## config.mk

```make
export PLATFORM = sky130hd
export DESIGN_NAME = mem_req_arbiter
export DESIGN_NICKNAME = d
export VERILOG_FILES = /design/src/rtl/mem_arb_pkg.sv /design/src/rtl/mem_rr_pick.sv /design/src/rtl/mem_req_arbiter.sv
export SDC_FILE = /design/constraint.sdc
export NUM_CORES = 1
export LEC_CHECK = 0
export CORE_ASPECT_RATIO = 1.75
export CORE_UTILIZATION = 35
export CTS_BUF_LIST = sky130_fd_sc_hd__clkbuf_8 sky130_fd_sc_hd__clkbuf_16
export CTS_CLUSTER_SIZE = 30
export DETAILED_ROUTE_END_ITERATION = 16
export PLACE_DENSITY = 0.73
export SYNTH_ARGS = -nofsm -noshare
export SYNTH_HDL_FRONTEND = slang
export SYNTH_SLANG_ARGS = --single-unit
export TNS_END_PERCENT = 5
```

## constraint.sdc

```tcl
create_clock -name clk -period 2.15 [get_ports clk]
set_input_delay 0.43 -clock clk [delete_from_list [all_inputs] [get_ports clk]]
set_output_delay 0.43 -clock clk [all_outputs]
set_load 0.05 [all_outputs]
```

## src/rtl/mem_arb_pkg.sv

```systemverilog
// Shared types and helpers for the mem_ctrl request arbiter.
//   arb_state_e : transaction sequencer states
//   DefAddrW/DefDataW : default widths matching mem_ctrl Addr_in/Data_in
//   cnt_width() : width of the shared down-counter for hold/timeout/gap
package mem_arb_pkg;

   typedef enum logic [2:0] {
      StIdle,
      StWrData,
      StWrEnd,
      StRdCmd,
      StRdWait,
      StResp,
      StGap
   } arb_state_e;

   localparam int unsigned DefAddrW = 16;
   localparam int unsigned DefDataW = 32;

   // One counter serves all three timed phases, so size it for the longest.
   function automatic int unsigned cnt_width(input int unsigned wr_hold,
                                             input int unsigned rd_timeout,
                                             input int unsigned gap_cyc);
      int unsigned max_v;
      max_v = wr_hold;
      if (rd_timeout > max_v) max_v = rd_timeout;
      if (gap_cyc > max_v) max_v = gap_cyc;
      return unsigned'($clog2(max_v + 1));
   endfunction

endpackage

```

## src/rtl/mem_rr_pick.sv

```systemverilog
// Combinational round-robin winner select.
//   req_i : request vector
//   ptr_i : highest-priority index this round
//   gnt_o : one-hot winner, idx_o : winner index, any_o : at least one request
module mem_rr_pick #(
   parameter int unsigned NumReq = 2,
   parameter int unsigned IdxW   = 1
) (
   input  logic [NumReq-1:0] req_i,
   input  logic [IdxW-1:0]   ptr_i,
   output logic [NumReq-1:0] gnt_o,
   output logic [IdxW-1:0]   idx_o,
   output logic              any_o
);

   // First pass covers indices at/after the pointer, second pass wraps to the
   // ones below it; the first hit wins.
   always_comb begin
      gnt_o = '0;
      idx_o = '0;
      any_o = 1'b0;
      for (int unsigned i = 0; i < NumReq; i++) begin
         if (!any_o && req_i[i] && (i >= 32'(ptr_i))) begin
            any_o    = 1'b1;
            gnt_o[i] = 1'b1;
            idx_o    = IdxW'(i);
         end
      end
      for (int unsigned i = 0; i < NumReq; i++) begin
         if (!any_o && req_i[i]) begin
            any_o    = 1'b1;
            gnt_o[i] = 1'b1;
            idx_o    = IdxW'(i);
         end
      end
   end

endmodule

```

## src/rtl/mem_req_arbiter.sv

```systemverilog
// Round-robin arbiter sharing one mem_ctrl between NUM_REQ requesters.
//   req_valid/req_ready      : per-requester handshake, req_ready one-hot in IDLE
//   req_rdnwr/addr/wdata     : per-requester command, packed per requester
//   rsp_valid/rdata/err      : one-cycle completion pulse to the granted requester
//   mc_cmd_n/rdnwr/data_in_vld/addr/wdata : registered drive to mem_ctrl
//   mc_rdata/mc_rdata_vld    : read return from mem_ctrl
module mem_req_arbiter
   import mem_arb_pkg::*;
#(
   parameter int unsigned NUM_REQ    = 2,
   parameter int unsigned ADDR_W     = DefAddrW,
   parameter int unsigned DATA_W     = DefDataW,
   parameter int unsigned WR_HOLD    = 20,
   parameter int unsigned RD_TIMEOUT = 8,
   parameter int unsigned GAP_CYC    = 1
) (
   input  logic                      clk,
   input  logic                      rst_n,
   input  logic [NUM_REQ-1:0]        req_valid,
   output logic [NUM_REQ-1:0]        req_ready,
   input  logic [NUM_REQ-1:0]        req_rdnwr,
   input  logic [NUM_REQ*ADDR_W-1:0] req_addr,
   input  logic [NUM_REQ*DATA_W-1:0] req_wdata,
   output logic [NUM_REQ-1:0]        rsp_valid,
   output logic [DATA_W-1:0]         rsp_rdata,
   output logic                      rsp_err,
   output logic                      mc_cmd_n,
   output logic                      mc_rdnwr,
   output logic                      mc_data_in_vld,
   output logic [ADDR_W-1:0]         mc_addr,
   output logic [DATA_W-1:0]         mc_wdata,
   input  logic [DATA_W-1:0]         mc_rdata,
   input  logic                      mc_rdata_vld
);

   localparam int unsigned IdxW = (NUM_REQ > 1) ? $clog2(NUM_REQ) : 1;
   localparam int unsigned CntW = cnt_width(WR_HOLD, RD_TIMEOUT, GAP_CYC);

   arb_state_e state_q, state_d;
   logic [IdxW-1:0] ptr_q, ptr_d;
   logic [IdxW-1:0] grant_q, grant_d;
   logic [CntW-1:0] cnt_q, cnt_d;

   logic                mc_cmd_n_q, mc_cmd_n_d;
   logic                mc_rdnwr_q, mc_rdnwr_d;
   logic                mc_din_vld_q, mc_din_vld_d;
   logic [ADDR_W-1:0]   mc_addr_q, mc_addr_d;
   logic [DATA_W-1:0]   mc_wdata_q, mc_wdata_d;
   logic [NUM_REQ-1:0]  rsp_valid_q, rsp_valid_d;
   logic [DATA_W-1:0]   rsp_rdata_q, rsp_rdata_d;
   logic                rsp_err_q, rsp_err_d;

   logic [NUM_REQ-1:0]  pick_gnt;
   logic [IdxW-1:0]     pick_idx;
   logic                pick_any;
   logic                sel_rdnwr;
   logic [ADDR_W-1:0]   sel_addr;
   logic [DATA_W-1:0]   sel_wdata;

   mem_rr_pick #(
      .NumReq (NUM_REQ),
      .IdxW   (IdxW)
   ) u_pick (
      .req_i (req_valid),
      .ptr_i (ptr_q),
      .gnt_o (pick_gnt),
      .idx_o (pick_idx),
      .any_o (pick_any)
   );

   // Gated by rst_n so nothing appears accepted while reset is held.
   assign req_ready = (state_q == StIdle && rst_n) ? pick_gnt : '0;

   // Mux the winner's command fields using the one-hot grant.
   always_comb begin
      sel_rdnwr = 1'b0;
      sel_addr  = '0;
      sel_wdata = '0;
      for (int unsigned i = 0; i < NUM_REQ; i++) begin
         if (pick_gnt[i]) begin
            sel_rdnwr = req_rdnwr[i];
            sel_addr  = req_addr[i*ADDR_W +: ADDR_W];
            sel_wdata = req_wdata[i*DATA_W +: DATA_W];
         end
      end
   end

   always_comb begin
      state_d      = state_q;
      cnt_d        = cnt_q;
      ptr_d        = ptr_q;
      grant_d      = grant_q;
      mc_cmd_n_d   = 1'b1;
      mc_din_vld_d = 1'b0;
      mc_rdnwr_d   = mc_rdnwr_q;
      mc_addr_d    = mc_addr_q;
      mc_wdata_d   = mc_wdata_q;
      rsp_valid_d  = '0;
      rsp_rdata_d  = '0;
      rsp_err_d    = 1'b0;

      case (state_q)
         StIdle: begin
            if (pick_any) begin
               grant_d    = pick_idx;
               mc_addr_d  = sel_addr;
               mc_wdata_d = sel_wdata;
               if (sel_rdnwr) begin
                  state_d = StRdCmd;
               end else begin
                  state_d = StWrData;
                  cnt_d   = CntW'(WR_HOLD - 1);
               end
            end
         end
         StWrData: begin
            if (cnt_q == '0) state_d = StWrEnd;
            else             cnt_d   = cnt_q - 1'b1;
         end
         StWrEnd: state_d = StResp;
         StRdCmd: begin
            state_d = StRdWait;
            cnt_d   = CntW'(RD_TIMEOUT - 1);
         end
         StRdWait: begin
            // Data arriving on the final wait cycle still counts as success.
            if (mc_rdata_vld) begin
               state_d     = StResp;
               rsp_rdata_d = mc_rdata;
            end else if (cnt_q == '0) begin
               state_d   = StResp;
               rsp_err_d = 1'b1;
            end else begin
               cnt_d = cnt_q - 1'b1;
            end
         end
         StResp: begin
            state_d = StGap;
            cnt_d   = CntW'(GAP_CYC - 1);
            ptr_d   = (grant_q == IdxW'(NUM_REQ - 1)) ? '0 : grant_q + 1'b1;
         end
         StGap: begin
            if (cnt_q == '0) state_d = StIdle;
            else             cnt_d   = cnt_q - 1'b1;
         end
         default: state_d = StIdle;
      endcase

      // Registered outputs are decoded from the next state so each one is
      // valid during the same cycle as the state it belongs to.
      case (state_d)
         StWrData: begin
            mc_cmd_n_d   = 1'b0;
            mc_din_vld_d = 1'b1;
            mc_rdnwr_d   = 1'b0;
         end
         StWrEnd: begin
            mc_cmd_n_d = 1'b0;
            mc_rdnwr_d = 1'b0;
         end
         StRdCmd: begin
            mc_cmd_n_d = 1'b0;
            mc_rdnwr_d = 1'b1;
         end
         StRdWait: mc_rdnwr_d = 1'b1;
         StResp: begin
            for (int unsigned i = 0; i < NUM_REQ; i++) begin
               rsp_valid_d[i] = (grant_d == IdxW'(i));
            end
         end
         default: ;
      endcase
   end

   always_ff @(posedge clk or negedge rst_n) begin
      if (!rst_n) begin
         state_q      <= StIdle;
         ptr_q        <= '0;
         grant_q      <= '0;
         cnt_q        <= '0;
         mc_cmd_n_q   <= 1'b1;
         mc_rdnwr_q   <= 1'b0;
         mc_din_vld_q <= 1'b0;
         mc_addr_q    <= '0;
         mc_wdata_q   <= '0;
         rsp_valid_q  <= '0;
         rsp_rdata_q  <= '0;
         rsp_err_q    <= 1'b0;
      end else begin
         state_q      <= state_d;
         ptr_q        <= ptr_d;
         grant_q      <= grant_d;
         cnt_q        <= cnt_d;
         mc_cmd_n_q   <= mc_cmd_n_d;
         mc_rdnwr_q   <= mc_rdnwr_d;
         mc_din_vld_q <= mc_din_vld_d;
         mc_addr_q    <= mc_addr_d;
         mc_wdata_q   <= mc_wdata_d;
         rsp_valid_q  <= rsp_valid_d;
         rsp_rdata_q  <= rsp_rdata_d;
         rsp_err_q    <= rsp_err_d;
      end
   end

   assign mc_cmd_n       = mc_cmd_n_q;
   assign mc_rdnwr       = mc_rdnwr_q;
   assign mc_data_in_vld = mc_din_vld_q;
   assign mc_addr        = mc_addr_q;
   assign mc_wdata       = mc_wdata_q;
   assign rsp_valid      = rsp_valid_q;
   assign rsp_rdata      = rsp_rdata_q;
   assign rsp_err        = rsp_err_q;

endmodule

```

==> impl_metrics.json <==
{
  "status": "finished, final reports clean",
  "min_period_ns": 2.10,
  "synthMuxAreaShare": 0.00612,
  "reg2reg_depth": 8,
  "final_layout_size_suffix_gt1_frac": 0.0854,
  "drv_cap": 0,
  "fmax_ghz": 0.476,
  "crit_start": "req_valid[1]",
  "critPathMaxFanout": 5,
  "slowest_stage": "clkdlybuf4s50_1",
  "seq_power_share": 0.288,
  "p_per_area_nw_per_um2": 1490,
  "wl_met2_um": 6520,
  "cts.clk_slew.worst_paths_ns": 0.06,
  "path_cells": "clkdlybuf4s50_1 -> buf_4 -> a21boi_4 -> and3_2 -> buf_12",
  "synth_flop_cell": "dfrtp_1",
  "critical-path-top-delay-family": "buffers and inverters",
  "routedWlPerCell_um": 16.4,
  "cp.arrival_ns": 1.67,
  "synth-compound-area-share": 0.167,
  "p_leak_nw": 2.87,
  "ys_async_sr_fraction": 1.00,
  "internal_power_mw": 5.45,
  "core_area_sq_um": 11200,
  "layout_common_cells": "clkdlybuf4s50_1 (218), nor2_1 (100), dfrtp_1 (94), a221oi_1 (48), and2_1 (32)",
  "antenna_found_initial": 0,
  "gp_congestion": 0.770,
  "fp.dieArea_sq_um": 12100,
  "switching_share": 0.468,
  "syn-instance-count": 382,
  "chipWidth_um": 83.7,
  "cts-root-buf": "clkbuf_16",
  "yosysSeqAreaShare": 0.588,
  "drc": 0,
  "cts_sinks": 96,
  "grt_max_degree": 84,
  "start_util": 0.364,
  "p_comb_frac": 0.569,
  "io_pins": 223,
  "skew_ns": 0.00622,
  "firstDrtPassIters": 4,
  "hold_viol_final": 0,
  "crit_path_end": "req_ready[0]",
  "grt_first_pass_wirelength_um": 19900,
  "grt_overflow": 0,
  "totalPowerFinal_mw": 10.2,
  "synthAdderAreaFrac": 0.00612,
  "finalWirelength_um": 12100,
  "yosysUniqueCellTypes": 46,
  "synth_simple_gate_area_frac": 0.190,
  "hold_slack_ns": 0.480,
  "cts_tree": "done",
  "syn-num-nets": 519,
  "layout_commonest_cell": "clkdlybuf4s50_1",
  "place_ws_ns": -0.104,
  "cts_htree_levels": 3,
  "p_clk_frac": 0.143,
  "grt_setup_unrepaired": "yes",
  "timing.rr.end": "cnt_q[0]",
  "fin_crit_sh": 0.976,
  "diodes": 0,
  "cts_made_buffers": 9,
  "wl_met1_um": 4270,
  "die_h_um": 145,
  "hp-class": "flop to flop",
  "setup_tns_ns": 0,
  "clk_path_buf_depth": 2,
  "hpwl_um": 9210,
  "first_iter_violations": 108,
  "netlist_area_sq_um": 4090,
  "synth_top_family_by_area": "simple AND/OR/NAND/NOR gates",
  "drtAntennaViolNets": 0,
  "yosys.area_share.xor_xnor": 0.00214,
  "grt_pass1_vias": 4040,
  "via_per_inst": 5.11,
  "r2r-start": "cnt_q[0]",
  "post_cts_buffers": 0,
  "cp_slowest_stage_delay_ns": 0.45,
  "finalWorstSetupSlack_ns": 0.0511,
  "crit_buf_inv": 3,
  "avgSynthCellArea_sq_um": 10.7,
  "area_delta_synth_final_pct": 67.7,
  "irDropWorstVdd_mv": 1.34,
  "required_ns": 1.72,
  "tightest_slew_ns": 0.925,
  "worstSetupPathType": "primary input to primary output",
  "groute.usage.overall": 0.206,
  "cp-end-kind": "primary output",
  "routed-wl-met3_um": 1000,
  "io_buffers": 222,
  "critPathLaunchType": "primary input",
  "num_rows": 51,
  "synth-warning-count": 0,
  "synth-seq-cells": 96,
  "layout.nets": 741,
  "clk_latency_ns": 0.34,
  "switching_power_mw": 4.79,
  "ff2ff_setup_slack_ns": 0.16,
  "slew_headroom": 0.383,
  "slew_violations": 0,
  "vias": 3790,
  "synth_edf_count": 0,
  "cp.depth": 5,
  "timing.final.setup_violations": 0,
  "top_layer_used": "met4"
}
[worst register-to-register path, stage by stage (launching register included)]
cell     delay (ns)
dfrtp_1        0.33
inv_1          0.09
ha_1           0.22
nor4b_4        0.13
buf_4          0.17
o31ai_2        0.32
o32ai_4        0.17
a211o_1        0.28
and3_1         0.16
[cells in the mapped netlist, drive strengths merged (2+ instances only)]
library cell	number	share of area
nand2	6	0.0055
nor3b	3	0.0055
buf	11	0.015
ha	2	0.0061
o22ai	3	0.0061
nor3	2	0.0037
nor2	100	0.092
clkbuf	18	0.017
nor2b	3	0.0046
and2	33	0.050
o31ai	2	0.0061
dfrtp	95	0.58
nand3b	2	0.0037
nor4b	2	0.0080
inv	9	0.0083
and3	3	0.0046
a221oi	48	0.10
nand2b	5	0.0076
a21oi	7	0.0086
o21ai	8	0.011
or4	2	0.0037
[per-stage QoR]
| stage | util | instances | instance area (sq um) |
|---|---|---|---|
| 5_1_grt | 0.611 | 741 | 6860 |
| 4_1_cts | 0.610 | 741 | 6850 |
| 3_5_place_dp | 0.585 | 724 | 6570 |
| 3_3_place_gp | 0.585 | 724 | 6570 |
| 2_1_floorplan | - | 382 | 4090 |
| 6_report | 0.611 | 741 | 6860 |
[cell families after synthesis]
kind of cell / Yosys count
buffers and inverters: 38
AOI/OAI and AO/OA: 81
and+or+nand+nor: 162
DFF: 96
xor gates and xnor gates: 1
adders and majority gates: 2
muxes: 2
[cell type report]
cell class / count / area [sq um]
fillers: 951 / 4370
repair buffers: 240 / 2430
flip-flops and latches: 96 / 2400
multi-input cells: 248 / 1550
clock buffers: 9 / 225
well taps: 132 / 165
clock inverters: 7 / 47.5
inverters: 9 / 33.8
[worst min-delay path by stage]
stage               end     from  slack (ns)  cells after the start
2_1_floorplan  cnt_q[0]    rst_n        0.13                      0
6_report          ptr_q  grant_q        0.48                      1
4_1_cts           ptr_q  grant_q        0.48                      1
3_5_place_dp   cnt_q[0]    rst_n        0.31                      1
3_3_place_gp   cnt_q[0]    rst_n        0.31                      1
5_1_grt           ptr_q  grant_q        0.51                      1
[repair_timing]
item | CTS | global route
hold endpoints to repair | 13 | 0
endpoints found under the setup margin | 0 | 2
gates resized for setup | 0 | 2
hold buffers | 1 | 0
[power groups by stage]
stage          combinational, mW  clock (mW)  sequential [mW]
2_1_floorplan               1.71           0             5.01
3_3_place_gp                5.75           0             2.94
3_5_place_dp                5.87           0             2.98
4_1_cts                     5.88        1.52             2.95
5_1_grt                     6.18        1.58             3.04
6_report                    5.83        1.46             2.95
[state kept, by name (all words and copies together), names as in the netlist]
signal and count:
ptr_q 1, rsp_valid 2, rsp_err 1, rsp_rdata 32, mc_wdata 32, mc_addr 16
mc_data_in_vld 1, mc_cmd_n 1, grant_q 1, cnt_q 5, state_q 3, mc_rdnwr 1
[metal layers]
metal,global-route usage,vias to the layer above
li1,-,1788
met1,0.213,1800
met2,0.380,178
met3,0.0592,24
met4,0.0890,0
met5,0,-
Note: power is estimated with default switching activity, not from simulation.
